**src/rtl/cnt_seq_pkg.sv**
```systemverilog
// cnt_seq_pkg: shared types and constants for the counter-chain sequencer.
//   state_t   FSM states IDLE, LOAD, RUN, DONE
//   NREQ      number of requesters
//   REQ_VIDEO requester index of the video scan
//   REQ_CPU   requester index of the CPU/DMA
package cnt_seq_pkg;
   typedef enum logic [1:0] {IDLE, LOAD, RUN, DONE} state_t;
   localparam int NREQ = 2;
   localparam int REQ_VIDEO = 0;
   localparam int REQ_CPU = 1;
endpackage

```
**src/rtl/cnt_seq_arbiter.sv**
```systemverilog
// cnt_seq_arbiter: picks one requester for the counter chain.
//   req    in  NREQ  request levels
//   last   in  1     requester granted most recently
//   enable in  1     grant window (tick while idle)
//   gnt    out NREQ  one-hot grant, zero when not enabled
// Build macro CNT_SEQ_RR_ARB_EN: round-robin ties (last loses); otherwise requester 0 wins ties.
module cnt_seq_arbiter
   import cnt_seq_pkg::*;
(
   input  logic [NREQ-1:0] req,
   input  logic            last,
   input  logic            enable,
   output logic [NREQ-1:0] gnt
);
   logic pick1;
`ifdef CNT_SEQ_RR_ARB_EN
   assign pick1 = req[REQ_CPU] & (~req[REQ_VIDEO] | ~last);
`else
   logic unused_last;
   assign unused_last = last;
   assign pick1 = req[REQ_CPU] & ~req[REQ_VIDEO];
`endif
   assign gnt = enable ? {pick1, ~pick1 & req[REQ_VIDEO]} : '0;
endmodule

```
**src/rtl/cnt_chain_sequencer.sv**
```systemverilog
// cnt_chain_sequencer: grants a 74163-style counter chain, loads it and runs it for a requested count.
//   Clk, Rst(async, high), Cen  clock, reset, shared enable strobe (rising edge = tick)
//   req, start0/1, len0/1       requests plus load values and run lengths sampled at grant
//   gnt, done, busy             one-hot grant, one-Clk completion pulse, not idle
//   cnt_load_n/ent/enp/d, rco   counter chain control, load data and ripple carry
// Build macro CNT_SEQ_RR_ARB_EN selects round-robin arbitration (see cnt_seq_arbiter).
module cnt_chain_sequencer
   import cnt_seq_pkg::*;
#(
   parameter int WIDTH = 8,
   parameter int LEN_W = 8
) (
   input  logic              Clk,
   input  logic              Rst,
   input  logic              Cen,
   input  logic [NREQ-1:0]   req,
   input  logic [WIDTH-1:0]  start0,
   input  logic [WIDTH-1:0]  start1,
   input  logic [LEN_W-1:0]  len0,
   input  logic [LEN_W-1:0]  len1,
   output logic [NREQ-1:0]   gnt,
   output logic [NREQ-1:0]   done,
   output logic              busy,
   output logic              cnt_load_n,
   output logic              cnt_ent,
   output logic              cnt_enp,
   output logic [WIDTH-1:0]  cnt_d,
   input  logic              cnt_rco
);
   state_t state, state_n;
   logic cen_q, tick, last, abort;
   logic [LEN_W-1:0] rem;
   logic [NREQ-1:0] arb_gnt;
   // the chain wraps silently; its carry plays no part in sequencing
   logic unused_rco;
   assign unused_rco = cnt_rco;
   // same edge rule as the chain, so both act on the same Clk
   assign tick = Cen & ~cen_q;
   assign abort = (gnt & req) == '0;
   cnt_seq_arbiter u_arb (
      .req(req),
      .last(last),
      .enable(tick && state == IDLE),
      .gnt(arb_gnt)
   );
   always_comb begin
      state_n = state;
      cnt_load_n = 1'b1;
      cnt_ent = 1'b0;
      cnt_enp = 1'b0;
      busy = state != IDLE;
      case (state)
         IDLE: state_n = arb_gnt != '0 ? LOAD : IDLE;
         LOAD: begin
            cnt_load_n = 1'b0;
            if (tick) state_n = abort ? IDLE : rem == '0 ? DONE : RUN;
         end
         RUN: begin
            cnt_ent = 1'b1;
            cnt_enp = 1'b1;
            if (tick) state_n = abort ? IDLE : rem == LEN_W'(1) ? DONE : RUN;
         end
         default: state_n = IDLE;
      endcase
   end
   always_ff @(posedge Clk or posedge Rst) begin
      if (Rst) begin
         state <= IDLE;
         cen_q <= 1'b1;
         gnt <= '0;
         done <= '0;
         cnt_d <= '0;
         rem <= '0;
         last <= 1'b1;
      end else begin
         state <= state_n;
         cen_q <= Cen;
         done <= '0;
         if (state == IDLE && arb_gnt != '0) begin
            gnt <= arb_gnt;
            cnt_d <= arb_gnt[REQ_CPU] ? start1 : start0;
            rem <= arb_gnt[REQ_CPU] ? len1 : len0;
            last <= arb_gnt[REQ_CPU];
         end
         if (state == RUN && tick && rem != '0) rem <= rem - LEN_W'(1);
         // leaving LOAD/RUN for DONE or IDLE drops the grant; only DONE reports completion
         if ((state == LOAD || state == RUN) && (state_n == DONE || state_n == IDLE)) begin
            gnt <= '0;
            done <= state_n == DONE ? gnt : '0;
         end
      end
   end
endmodule

```
**config.mk**
```make
export PLATFORM = sky130hd
export DESIGN_NAME = cnt_chain_sequencer
export DESIGN_NICKNAME = d
export VERILOG_FILES = /design/src/rtl/cnt_seq_pkg.sv /design/src/rtl/cnt_seq_arbiter.sv /design/src/rtl/cnt_chain_sequencer.sv
export SDC_FILE = /design/constraint.sdc
export NUM_CORES = 1
export LEC_CHECK = 0
export ABC_CLOCK_PERIOD_IN_PS = 8200
export CAP_MARGIN = 20
export CORE_MARGIN = 4
export CORE_UTILIZATION = 40
export DETAILED_ROUTE_END_ITERATION = 10
export PLACE_DENSITY_LB_ADDON = 0.15
export SYNTH_ARGS = -nofsm -noshare
export SYNTH_HDL_FRONTEND = slang
export SYNTH_HIERARCHICAL = 1
export SYNTH_SLANG_ARGS = --single-unit
```
**constraint.sdc**
```tcl
create_clock -name Clk -period 8.2 [get_ports Clk]
set_clock_uncertainty 0.2 [all_clocks]
set_input_delay 1.23 -clock Clk [delete_from_list [all_inputs] [get_ports Clk]]
set_output_delay 1.23 -clock Clk [all_outputs]
set_load 0.05 [all_outputs]
```
-- Yosys cells after proc, flatten, opt, wreduce, memory -nomap -nowiden
Index checks and enable logic that the tools add are counted.
W data, S select, Z words.
- equal/unequal tests: 4
- muxes and demuxes: 19
- bitwise operators: 7
- add/subtract/negate cells: 1
- reduce and logical (&&, ||, !) cells: 16
- operator list (kind ; count):
    $mux W8 ; 4
    $mux W2 ; 9
    $eq A8 B1 Y1 const B ; 1
    $logic_not A8 Y1 ; 1
    $reduce_bool A2 Y1 ; 4
    $reduce_bool A8 Y1 ; 1
    $sub A8 B1 Y8 const B ; 1
    $logic_not A2 Y1 ; 3
    $pmux W2 S3 ; 1
    $logic_and A1 B1 Y1 ; 5
    $mux W1 ; 5
    $eq A2 B2 Y1 const B ; 2
    $and A1 B1 Y1 ; 3
    $not A1 Y1 ; 3
    $and A2 B2 Y2 ; 1
    $eq A2 B1 Y1 const B ; 1
    $logic_or A1 B1 Y1 ; 2
- register bits: 23
- input bits: 38

-- Depth between registers and ports, before layout
- word-level depth: 12
- depth in mapped cells: 12

-- Cells and area by module
Netlist, hierarchy kept.
- modules (own cells, without submodules) (module ; area an instance (sq um) ; seq. area each (sq um) ; cells an instance ; instances):
    cnt_chain_sequencer ; 1442.6 ; 603.1 ; 149 ; 1
    cnt_seq_arbiter ; 16.3 ; 0.0 ; 2 ; 1

-- Worst setup path before layout
Ideal clock, no wire load.
- kind: in2reg
- start: input port Cen
- end: register done[0]
- stages: 11
- arrival time: 3193 ps
- slack: 4739 ps
- cells stage by stage: nor2b_1 > and2_1 > and2_2 > o21ai_0 > clkbuf_1 > o31ai_1 > a31oi_1 > nor2_1 > ha_1 > nor2b_1 > and3_1
- word-level cells in the longest chain between the ends: 10
- RTL lines (what ; line ; RTL):
    start, declared ; cnt_chain_sequencer.sv:15 ; input logic Cen,
    $and A1 B1 Y1 * ; cnt_chain_sequencer.sv:38 ; assign tick = Cen & ~cen_q;
    $logic_and A1 B1 Y1 * ; cnt_chain_sequencer.sv:43 ; .enable(tick && state == IDLE),
    $mux W2 * ; cnt_seq_arbiter.sv:23 ; assign gnt = enable ? {pick1, ~pick1 & req[REQ_VIDEO]} : '0;
    net arb_gnt[0] ; cnt_chain_sequencer.sv:33 ; logic [NREQ-1:0] arb_gnt;
    $reduce_bool A2 Y1 * ; cnt_chain_sequencer.sv:53 ; IDLE: state_n = arb_gnt != '0 ? LOAD : IDLE;
    $mux W1 * ; cnt_chain_sequencer.sv:53 ;
    $pmux W2 S3 * ; cnt_chain_sequencer.sv:52 ; case (state)
    net state_n[0] ; cnt_chain_sequencer.sv:30 ; state_t state, state_n;
    $eq A2 B2 Y1 / $logic_not A2 Y1 (equally long branches) ; cnt_chain_sequencer.sv:87, cnt_chain_sequencer.sv:89 ;
    $logic_or A1 B1 Y1 ; cnt_chain_sequencer.sv:87 ; if ((state == LOAD || state == RUN) && (state_n == DONE || state_n == IDLE)) begin
    $logic_and A1 B1 Y1 ; cnt_chain_sequencer.sv:87 ;
    $mux W2 * ; cnt_chain_sequencer.sv:87 ;
    end signal, assigned ; cnt_chain_sequencer.sv:89 ; done <= state_n == DONE ? gnt : '0;
    end, declared ; cnt_chain_sequencer.sv:22 ; output logic [NREQ-1:0] done,
Mark *: on every way through the listed nets, which the timed path passes. The rest lies on a longest branch.
A chain may end at the register's enable or synchronous reset.

-- Worst setup path in the final report
Same ends and word-level chain as after synthesis.

==> metrics.md <==
| Metric | Value |
|---|---|
| Status | `completed` |
| Worst-path clk slew | `approximately 130 ps` |
| Post-layout util | `59.0%` |
| Relative slew slack | `29.8%` |
| Sequential power share | `about two fifths` |
| DRC viols | `0` |
| Gpl congestion | `about 0.81` |
| Total CTS buffers | `3` |
| Routed vias | `around 1,300` |
| Total wire length | `about 3300 microns` |
| Final nets | `between 200 and 250` |
| Clock power frac | `12.6%` |
| Setup TNS | `0 ps` |
| Fin worst setup slack | `3790 ps` |
| RSZ-0062 raised after global routing | `no` |
| Routed Antenna Nets | `0` |
| Die W | `about 68 microns` |
| Fmax | `roughly 0.23 GHz` |
| CTS Sinks | `23` |
| Share of layout cells above drive strength 1 | `between 6 and 7%` |
| Mapped Cells | `around 150` |
| Pins Over Slew Limit | `0` |
| Crit path capture type | `flip-flop` |
| Syn. warnings | `6` |
| Min Tclk post-route | `around 4400 ps` |
| Number of global-route vias before repair | `approximately 1,300` |
| Postcts setup bufs | `0` |
| Crit start category | `primary input` |
| Vias/cell | `approximately 5.2` |
| Switching Share | `42.6%` |
| Gate power share | `46.8%` |
| First-pass GRT wire length | `approximately 5400 microns` |
| PnR Total Power | `roughly 0.43 mW` |
| Hold WC Path Type | `reg2reg` |
| Root Driver | `clkbuf_4` |
| Max-Cap Viols | `0` |
| Net Count, Synth | `slightly below 200` |
| Initial antenna violation count | `0` |
| Internal power | `approximately 0.25 mW` |
| DIE AREA | `4580 sq um` |
| Crit path kind | `in2reg` |
| Num rows | `21` |
| Io pins | `between 50 and 60` |
| Initial core utilization | `a little over two fifths` |
| Largest net degree at the start of global routing | `24` |
| # diodes | `0` |
| P per Cell Area | `approximately 210 nW/um^2` |
| Tcrit/Tclk final | `53.8%` |
| Worst skew pair latency | `320 ps` |
| Hold Buf Count CTS | `0` |
| Gr usage total | `between 15 and 20%` |
| Maximum vdd drop | `roughly 0.00012 V` |
| Post-route insts no fill | `between 200 and 250` |
| Clk buf depth | `2` |
| LEAKAGE | `between 0.8 and 0.9 nW` |
| Worst endpoint required time | `roughly 8300 ps` |
| Pre-CTS setup slack | `3400 ps` |
| Chip height | `67.7 microns` |
| Post-DP HPWL | `2560 microns` |
| Final hold vios | `0` |
| PortBufs | `52` |
| Htree depth | `1` |
| Syn Std Cell Area | `1430 sq um` |
| Area growth, synth to finish | `40.2%` |
| Cts repair resizes | `0` |
| Count of final setup violators | `0` |
| Placed Cells | `240` |
| Area of the core | `roughly 3400 sq um` |
| Worst Max-Slew Pin Slew | `roughly 1100 ps` |
| WL/cell | `13.7 microns` |
| Drt pass-1 iters | `4` |
| CTS tree | `built` |
| Syn_area_per_cell | `9.63 sq um` |
| Total grt overflow | `0` |
| Crit path DAT | `approximately 4500 ps` |
| P_sw | `0.182 mW` |
| Drt initial violations | `37` |
| Crit path max fanout | `21` |
## path summary, 6_finish.rpt
path                             to      from  slack [ps]  cells after the start
max                         done[0]       Cen        3790                     11
min                        cnt_d[5]  cnt_d[5]         300                      2
max reg2reg                 done[0]     cen_q        4810                     10
min reg2reg                cnt_d[5]  cnt_d[5]         300                      2
max in group asynchronous    rem[1]       Rst        6040                      2
min in group asynchronous   done[0]       Rst        1200                      2
## metal layers
layer	GRT usage, %	wire, microns	up-vias
li1	-	-	637
met2	28.1	1610	44
met4	4.30	16	0
met1	16.8	1420	594
met5	0	0	-
met3	7.15	301	2
## critical path, stage by stage
cell	delay [ps]
clkdlybuf4s50_1	460
nor2b_1	430
and2_1	210
and3b_1	860
o21ai_1	230
o31ai_1	120
a31oi_1	80
nor2_1	150
ha_1	250
nor2b_1	240
and3_1	200
## power by group through the flow
stage	clock [mW]	sequential (mW)	combinational, mW
finish	0.0539	0.173	0.200
CTS	0.0567	0.174	0.203
detailed placement	0	0.176	0.202
floorplan	0	0.225	0.0780
global placement	0	0.174	0.197
global route	0.0607	0.180	0.220
## cell usage in the layout (no fill, tap or decap), types with 2 or more instances in the layout
master	instances
clkdlybuf4s50_1	52
dfrtp_1	22
nand2_1	14
mux2i_1	13
nand3_1	11
o21ai_0	11
nor2_1	9
inv_1	8
ha_1	8
nor2b_1	4
a21oi_1	3
o211a_1	3
and3_1	3
clkbuf_4	3
mux2_4	2
a31oi_1	2
a22oi_1	2
o31ai_1	2
nand2b_1	2
o2111ai_1	2
## metrics by stage
stage	hold slack [ps]	cell area [sq um]
after floorplan	317	1430
after global placement	260	1970
after detailed placement	270	1970
after CTS	300	2000
after global routing	335	2000
final	296	2000
## area by class of cell
type	instances	area (sq um)
clock buffer	3	22.5
clock inverter	1	5.00
fill	304	1390
inverter	8	30.0
multi-input combinational	110	778
sequential	23	577
tap	46	57.6
timing repair buffer	53	528
## registers in the layout, indices dropped and copies added, names as in the netlist
register  flops
cnt_d         8
state         2
rem           8
cen_q         1
gnt           2
done          2
Power figures use the tool's default switching activity.
